## config.mk

```make
export PLATFORM = sky130hd
export DESIGN_NAME = mem_wr_merge
export DESIGN_NICKNAME = d
export VERILOG_FILES = /design/src/rtl/mem_wr_merge.sv
export SDC_FILE = /design/constraint.sdc
export NUM_CORES = 1
export LEC_CHECK = 0
export BUFFER_PORTS_ARGS = -buffer_cell sky130_fd_sc_hd__buf_2
export CAP_MARGIN = 40
export CORE_UTILIZATION = 50
export DETAILED_ROUTE_END_ITERATION = 10
export PLACE_DENSITY_LB_ADDON = 0.12
export REMOVE_ABC_BUFFERS = 1
export SLEW_MARGIN = 30
export SYNTH_ARGS = -nofsm -noshare
export SYNTH_HDL_FRONTEND = slang
export SYNTH_SLANG_ARGS = --single-unit
```

## constraint.sdc

```tcl
create_clock -name clk -period 2.7 [get_ports clk]
set_input_delay 0.54 -clock clk [delete_from_list [all_inputs] [get_ports clk]]
set_output_delay 0.54 -clock clk [all_outputs]
set_load 0.01 [all_outputs]
```

## src/rtl/mem_wr_merge.sv

```systemverilog
// mem_wr_merge: merges two write requesters onto a single memory write port.
// Each requester feeds its own FIFO; a round-robin arbiter pops at most one
// head per cycle into a registered write port (we0/wr_addr0/wr_din0).
//
// Handshake: reqN_ready = (fifoN_count != DEPTH). It depends only on FIFO
// state and never on reqN_valid. A transfer happens on a posedge where
// valid && ready. Valid may drop without a transfer. A full FIFO keeps ready
// low even in a cycle where it is popped, so there is no pass-through path.
module mem_wr_merge #(
    parameter int AW    = 32,
    parameter int DW    = 32,
    parameter int DEPTH = 4
) (
    input  logic                       clk,
    input  logic                       rst,
    input  logic                       req0_valid,
    output logic                       req0_ready,
    input  logic [AW-1:0]              req0_addr,
    input  logic [DW-1:0]              req0_data,
    input  logic                       req1_valid,
    output logic                       req1_ready,
    input  logic [AW-1:0]              req1_addr,
    input  logic [DW-1:0]              req1_data,
    output logic                       we0,
    output logic [AW-1:0]              wr_addr0,
    output logic [DW-1:0]              wr_din0,
    output logic [$clog2(DEPTH):0]     fifo0_count,
    output logic [$clog2(DEPTH):0]     fifo1_count,
    output logic                       busy
);

    localparam int PW = $clog2(DEPTH);
    localparam int CW = PW + 1;
    localparam int EW = AW + DW;

    // Each entry is stored as {addr, data}.
    logic [EW-1:0] fifo0_mem [DEPTH];
    logic [EW-1:0] fifo1_mem [DEPTH];
    logic [PW-1:0] wr_ptr0, rd_ptr0, wr_ptr1, rd_ptr1;

    logic          push0, push1;
    logic          grant0, grant1;
    logic          nonempty0, nonempty1;
    logic          rr_ptr;          // 0: port0 wins a tie, 1: port1 wins a tie
    logic [EW-1:0] head;

    assign req0_ready = (fifo0_count != CW'(DEPTH));
    assign req1_ready = (fifo1_count != CW'(DEPTH));
    assign push0      = req0_valid && req0_ready;
    assign push1      = req1_valid && req1_ready;
    assign nonempty0  = (fifo0_count != '0);
    assign nonempty1  = (fifo1_count != '0);
    assign busy       = nonempty0 || nonempty1 || we0;

    // Round-robin choice among the non-empty FIFO heads.
    always_comb begin
        grant0 = 1'b0;
        grant1 = 1'b0;
        if (nonempty0 && nonempty1) begin
            if (rr_ptr) grant1 = 1'b1;
            else        grant0 = 1'b1;
        end else if (nonempty0) begin
            grant0 = 1'b1;
        end else if (nonempty1) begin
            grant1 = 1'b1;
        end
    end

    assign head = grant1 ? fifo1_mem[rd_ptr1] : fifo0_mem[rd_ptr0];

    // FIFO storage. The data is left unreset because it is only read when the count says it is valid.
    always_ff @(posedge clk) begin
        if (push0) fifo0_mem[wr_ptr0] <= {req0_addr, req0_data};
        if (push1) fifo1_mem[wr_ptr1] <= {req1_addr, req1_data};
    end

    // Port0 FIFO pointers and occupancy.
    always_ff @(posedge clk or negedge rst) begin
        if (!rst) begin
            wr_ptr0     <= '0;
            rd_ptr0     <= '0;
            fifo0_count <= '0;
        end else begin
            if (push0)  wr_ptr0 <= wr_ptr0 + PW'(1);
            if (grant0) rd_ptr0 <= rd_ptr0 + PW'(1);
            case ({push0, grant0})
                2'b10:   fifo0_count <= fifo0_count + CW'(1);
                2'b01:   fifo0_count <= fifo0_count - CW'(1);
                default: fifo0_count <= fifo0_count;
            endcase
        end
    end

    // Port1 FIFO pointers and occupancy.
    always_ff @(posedge clk or negedge rst) begin
        if (!rst) begin
            wr_ptr1     <= '0;
            rd_ptr1     <= '0;
            fifo1_count <= '0;
        end else begin
            if (push1)  wr_ptr1 <= wr_ptr1 + PW'(1);
            if (grant1) rd_ptr1 <= rd_ptr1 + PW'(1);
            case ({push1, grant1})
                2'b10:   fifo1_count <= fifo1_count + CW'(1);
                2'b01:   fifo1_count <= fifo1_count - CW'(1);
                default: fifo1_count <= fifo1_count;
            endcase
        end
    end

    // The RR pointer moves away from the winner, and only when a grant is made.
    always_ff @(posedge clk or negedge rst) begin
        if (!rst) begin
            rr_ptr <= 1'b0;
        end else if (grant0) begin
            rr_ptr <= 1'b1;
        end else if (grant1) begin
            rr_ptr <= 1'b0;
        end
    end

    // Registered write port. Address and data hold while idle.
    always_ff @(posedge clk or negedge rst) begin
        if (!rst) begin
            we0      <= 1'b0;
            wr_addr0 <= '0;
            wr_din0  <= '0;
        end else begin
            we0 <= grant0 || grant1;
            if (grant0 || grant1) begin
                wr_addr0 <= head[EW-1:DW];
                wr_din0  <= head[DW-1:0];
            end
        end
    end

endmodule
```

==> results of run 1 <==
layer usage:
| layer | routed length, um | GRT usage, % |
|---|---|---|
| met2 | 24800 | 35.7 |
| met4 | 1280 | 7.90 |
| met1 | 22200 | 32.4 |
| met5 | 124 | 0 |
| met3 | 3580 | 5.19 |
flip-flops by register name (all words and copies together) (netlist names), 3 cells and up:
register	count
fifo0_count	3
fifo0_mem	256
fifo1_count	3
fifo1_mem	256
wr_addr0	32
wr_din0	32
critical path, delay by kind of cell (launching register included):
family	cells	cell delay, ns
and+or+nand+nor	2	0.73
DFF	1	0.37
buffers and inverters	2	0.36
area by class of cell:
cell class	count	share of cell area, %
Inverter	13	0.183
Clock buffer	86	6.25
Antenna cell	8	0.0750
Multi-Input combinational cell	441	18.6
Sequential cell	592	65.2
Tap cell	592	2.78
Timing Repair Buffer	250	5.97
Clock inverter	24	0.961
power by group:
| group | leakage (nW) | total (mW) | switching (mW) | internal, mW |
|---|---|---|---|---|
| Combinational | 2.70 | 10.0 | 5.81 | 4.24 |
| Clock | 0.937 | 8.08 | 3.33 | 4.75 |
| Sequential | 5.63 | 13.4 | 0.981 | 12.4 |
placed cells by master (no fill, tap or decap), types with 2 or more instances in the layout:
cell type,count
clkinv_1,7
and3_4,8
or3_4,2
dfrtp_1,76
xor2_1,5
ha_1,10
buf_4,27
a32oi_1,64
buf_2,204
inv_1,13
o21ai_0,2
clkbuf_16,60
buf_12,16
clkinvlp_4,2
nand3_1,193
fa_1,2
bufinv_16,5
nor2_1,4
clkinv_2,8
dfrtp_4,4
xnor2_1,7
clkbuf_1,19
and2_1,2
edfxtp_1,512
nand2_1,2
clkbuf_8,7
mux2_2,2
or3b_1,2
mux4_2,128
diode_2,8
cell usage after synthesis:
| cell type | n |
|---|---|
| buf_6 | 5 |
| o21ai_0 | 2 |
| mux2_2 | 2 |
| xor2_1 | 5 |
| or3_1 | 3 |
| or3b_1 | 2 |
| fa_1 | 2 |
| buf_2 | 33 |
| edfxtp_1 | 512 |
| mux2i_1 | 1 |
| nor3_1 | 1 |
| xnor2_1 | 7 |
| and3_1 | 8 |
| ha_1 | 10 |
| clkbuf_1 | 32 |
| and2_1 | 2 |
| nor3_2 | 1 |
| o31ai_1 | 1 |
| o31a_1 | 1 |
| buf_4 | 5 |
| dfrtp_1 | 80 |
| buf_1 | 3 |
| mux4_2 | 128 |
| o211ai_1 | 1 |
| nand3_1 | 193 |
| a32oi_1 | 64 |
| a21o_1 | 1 |
| nor2_1 | 4 |
| inv_1 | 13 |
| nand2_1 | 2 |
final timing paths:
kind                            cells past startpoint      startpoint          endpoint
worst max-delay path                                4  fifo1_count[0]              busy
max in group asynchronous                           3             rst        rd_ptr1[1]
worst max register to register                      9  fifo0_count[1]    fifo0_count[2]
min in group asynchronous                           3             rst       wr_din0[14]
worst min register to register                      2     wr_din0[28]       wr_din0[28]
worst min-delay path                                1   req1_data[19]  fifo1_mem[3][19]
kinds of logic (layout without fill, tap and decap cells):
kind of cell | Yosys count | count (layout) | share of synthesized area [%]
DFF | 592 | 592 | 76.5
buffers and inverters | 91 | 373 | 1.93
adders and majority gates | 12 | 12 | 0.727
AOI/OAI and AO/OA | 70 | 70 | 2.65
and+or+nand+nor | 216 | 216 | 4.85
other | 0 | 8 | 0
xor gates and xnor gates | 12 | 12 | 0.463
muxes | 131 | 131 | 12.8
through the flow:
step	utilization [%]	setup TNS (ns)
after global routing	59.9	0
after detailed placement	55.6	0
after global placement	55.4	0
final	60.0	0
after floorplan	-	-184.39
after CTS	59.9	0
timing repair:
item | in CTS | in global routing
setup endpoints to repair | 0 | 0
hold buffers | 1 | 0
gates resized for setup | 0 | 0
endpoints found under the hold margin | 45 | 0
==> results.cfg, run 1 <==
[run_status]
status = finished, final reports clean

[critical_path]
crit_fanout = 7
crit_chain = buf_4 -> or3_4 -> or3_1 -> buf_2
end_kind = output port
cpMaxStageDelayCell = or3_4
startpoint_type = register
cp.arrival_ns = 2.07
cp.required_ns = 2.16
ff2ff_setup_slack_ns = 0.29
cpPeakStageDelay_ns = 0.39
critPathKind = reg -> out

[logic_synthesis]
yosysTopAreaCellShare_pct = 67.7
yosysTopAreaCell = edfxtp_1
ys_seq_elements = 592
ys_seq_area_share_pct = 76.5
synth_cells = 1124
synth.distinct_cells = 30
synth_area_um2 = 22700
ys_top_cells_by_area = edfxtp_1 (68%), mux4_2 (13%), dfrtp_1 (8.8%), nand3_1 (4.3%), a32oi_1 (2.5%)
syn_area_per_cell_um2 = 20.2
yosys_warnings = 0

[timing]
fin_crit_sh_pct = 96.7
setup_ws_ns = 0.0900
fmax_ghz = 0.383
tightest_slew_ns = 0.857
hold_viol_final = 0
drv_slew = 0
fin_skew_ns = 0.0217
fin_crit_ns = 2.61
relSlewSlack_pct = 42.8
final-setup-viol-count = 0
rsz0062_at_grt = no
fin_hold_ws_ns = 0.129

[floorplan]
die_w_um = 215
fp.coreArea_um2 = 44500
die_area_um2 = 46300
rows = 77
die_h_um = 215
start_util_pct = 51.0
io_pins = 206

[power_and_ir_drop]
power.total_mw = 31.5
p_per_area_nw_per_um2 = 1180
leakagePower_nw = 9.27
vdd_drop_max_mv = 0.635

[layout]
final_cells = 2006
layout-drive-gt1-share_pct = 34.2
layout.filler_cells = 3302
regArea_um2 = 17400
multi_input_area_um2 = 4970
nets = 1501
syn2layout_area_growth_pct = 17.5
final_cell_area_um2 = 26700

[place]
place.gp.congestion = 0.752
place_ws_ns = 0.300
dpl.hpwl_um = 31500
place_inst = 1887
dpl_cell_area_um2 = 24700
io_buffer_count = 205

[route]
drt-wirelength-per-cell_um = 25.9
first_pass_iters = 6
drtAntennaViolNets = 0
via_per_inst = 5.97
drt-total-wl_um = 51900
drc = 0
drt_iter0_markers = 828
vias = 12000

[grt]
grt_overflow = 0
grt_max_degree = 100
grt_usage_pct = 23.0
grt_pass1_vias = 12400
grt_first_pass_wirelength_um = 78300
antenna_found_initial = 18

[clock_tree]
root_buffer = clkbuf_16
numCtsBuffers = 59
postCtsSetupBuffers = 0
clkLatencyLatePin_ns = 0.62
cts_max_level = 2
clock-sinks = 592
clk_path_buf_depth = 3
path_clk_slew_ns = 0.06
cts_tree = yes

[run]
maxCapViolCount = 0

[min_path]
min-delay-path-class = in -> reg
Note: power is estimated with default switching activity, not from simulation.
==> run 2: changes to the inputs <==
Settings changed: ABC_AREA set to 1.
==> run 2 against run 1 <==
Effect of this change:
- combinational power grew 12%
- largest cell class unchanged
- routed wire length up 9.9%
- die area up 3.0%
- critical path type unchanged
==> results.cfg, run 2 <==
[power_and_ir_drop]
power.total_mw = 32.4
p_int_mw = 20.5
vdd_drop_max_mv = 0.871
pwr-share-clk_pct = 24.9
p_sw_mw = 11.9
switching_share_pct = 36.7
leakagePower_nw = 10.4
seq_power_share_pct = 40.5
power_frac_comb_pct = 34.6
p_per_area_nw_per_um2 = 1200

[logic_synthesis]
yosys_warnings = 0
yosysTopAreaCell = edfxtp_1
synth_most_common_cell = nand2_1
yosysTopAreaCellShare_pct = 65.7
synth_cells = 1948
ys_top_cells_by_area = edfxtp_1 (66%), dfrtp_1 (8.6%), nand2_1 (8.4%), nand3_1 (5.6%), nor2_1 (4.3%)
syn_area_per_cell_um2 = 12.0
synth.distinct_cells = 26
async_flop_share_pct = 13.5
synth_edf_count = 512
ys_seq_elements = 592
ys_seq_area_share_pct = 74.3
synth_flop_cell = edfxtp_1
synth_common_cells = nand2_1 (523), edfxtp_1 (512), nor2_1 (268), nand3_1 (261), o21ai_0 (127)
synth_area_um2 = 23400

[route]
wl_met3_um = 3840
drtAntennaViolNets = 0
first_pass_iters = 7
drt-total-wl_um = 57100
drt-wirelength-per-cell_um = 20.4
drc = 0
met1_length_um = 24900
topRoutingLayerUsed = met5
via_per_inst = 5.37
vias = 15100
drt_iter0_markers = 1113
routed-wl-met2_um = 27000

[layout]
final_util_pct = 59.3
layout-drive-gt1-share_pct = 16.6
final_common_cell = nand2_1
final_cells = 2805
final_cell_mix = nand2_1 (523), edfxtp_1 (512), nand3_1 (261), nor2_1 (260), buf_2 (204)
nets = 2285
reg_top3 = fifo0_mem: 256 flops, fifo1_mem: 256 flops
final_cell_area_um2 = 27100
syn2layout_area_growth_pct = 16.0

[min_path]
min-delay-path-class = in -> reg

[timing]
fin_hold_ws_ns = 0.139
fmax_ghz = 0.416
relSlewSlack_pct = 56.6
final-setup-viol-count = 0
rsz0062_at_grt = no
tightest_slew_ns = 0.651
fin_crit_ns = 2.40
drv_slew = 0
hold_viol_final = 0
fin_setup_tns_ns = 0
fin_crit_sh_pct = 89.0
setup_ws_ns = 0.298
fin_skew_ns = 0.0202

[critical_path]
critPathKind = reg -> out
startpoint_type = register
ff2ff_setup_slack_ns = 0.51
cp.required_ns = 2.16
cp.arrival_ns = 1.86
crit_fanout = 4
end_kind = output port

[grt]
grt_pass1_vias = 14800
grt_max_degree = 130
grt_overflow = 0
grt_usage_pct = 24.6
antenna_found_initial = 23
grt_first_pass_wirelength_um = 87800

[clock_tree]
numCtsBuffers = 60
root_buffer = clkbuf_16
clkLatencyLatePin_ns = 0.61
clock-sinks = 592
clk_path_buf_depth = 3
cts_tree = yes
post_cts_resized = 0
postCtsSetupBuffers = 0
path_clk_slew_ns = 0.06
cts_max_level = 2

[run_status]
status = finished, final reports clean

[place]
dpl_cell_area_um2 = 25200
place_ws_ns = 0.515
place.gp.congestion = 0.756
place_inst = 2678
io_buffer_count = 205
dpl.hpwl_um = 31800

[floorplan]
die_w_um = 218
rows = 78
fp.coreArea_um2 = 45800
io_pins = 206
die_h_um = 218
start_util_pct = 51.1
die_area_um2 = 47600

[run]
maxCapViolCount = 0
[run 2: repair_timing]
item / 4_1_cts / 5_1_grt
setup endpoints to repair: 0 / 0
endpoints found under the hold margin: 12 / 0
hold buffers: 1 / 0
[run 2: power groups by stage]
stage / Combinational (mW) / Clock [mW] / Sequential [mW]
6_report: 11.2 / 8.07 / 13.1
4_1_cts: 11.4 / 8.21 / 13.2
3_5_place_dp: 11.4 / 0 / 13.3
5_1_grt: 12.6 / 8.55 / 13.3
3_3_place_gp: 11.1 / 0 / 13.3
2_1_floorplan: 6.12 / 0 / 14.0
[run 2: cell families (layout without fill, tap and decap cells)]
| group | after synthesis | count (layout) | synth area share, % |
|---|---|---|---|
| adders and majority gates | 12 | 12 | 0.706 |
| buffers and inverters | 138 | 381 | 3.17 |
| xor gates and xnor gates | 8 | 8 | 0.300 |
| DFF | 592 | 592 | 74.3 |
| and+or+nand+nor | 1060 | 1060 | 18.5 |
| AOI/OAI and AO/OA | 138 | 138 | 3.00 |
| other | 0 | 14 | 0 |
[run 2: worst paths after layout]
| path | cells past startpoint | from | to |
|---|---|---|---|
| setup / recovery | 6 | fifo0_count[0] | busy |
| hold / removal | 1 | req1_data[26] | fifo1_mem[3][26] |
| setup reg to reg | 10 | fifo1_count[0] | fifo0_count[2] |
| hold reg to reg | 2 | wr_din0[17] | wr_din0[17] |
| max in group asynchronous | 3 | rst | rd_ptr1[0] |
| min in group asynchronous | 2 | rst | wr_addr0[27] |
[run 2: layout make-up]
cell class                 instances  area (um^2)
fill                            3735        18600
sequential                       592        17400
multi-input combinational       1218         5340
clock buffer                      85         1710
timing repair buffer             242         1580
tap                              600          751
clock inverter                    27          223
inverter                          27          110
antenna                           14         35.0
[run 2: metal layers]
layer / GRT usage [%] / vias to the layer above
met5: 0 / -
met4: 7.39 / 20
met3: 5.54 / 108
met2: 40.2 / 424
met1: 33.1 / 7382
li1: - / 7123
[run 2: worst max-delay path, cell delays in order, from the launching register on]
cell and delay, ns:
dfrtp_1 0.41, inv_2 0.10, nand2_1 0.07, nor2_2 0.15, nand2_4 0.10, or2_2 0.28
buf_2 0.14
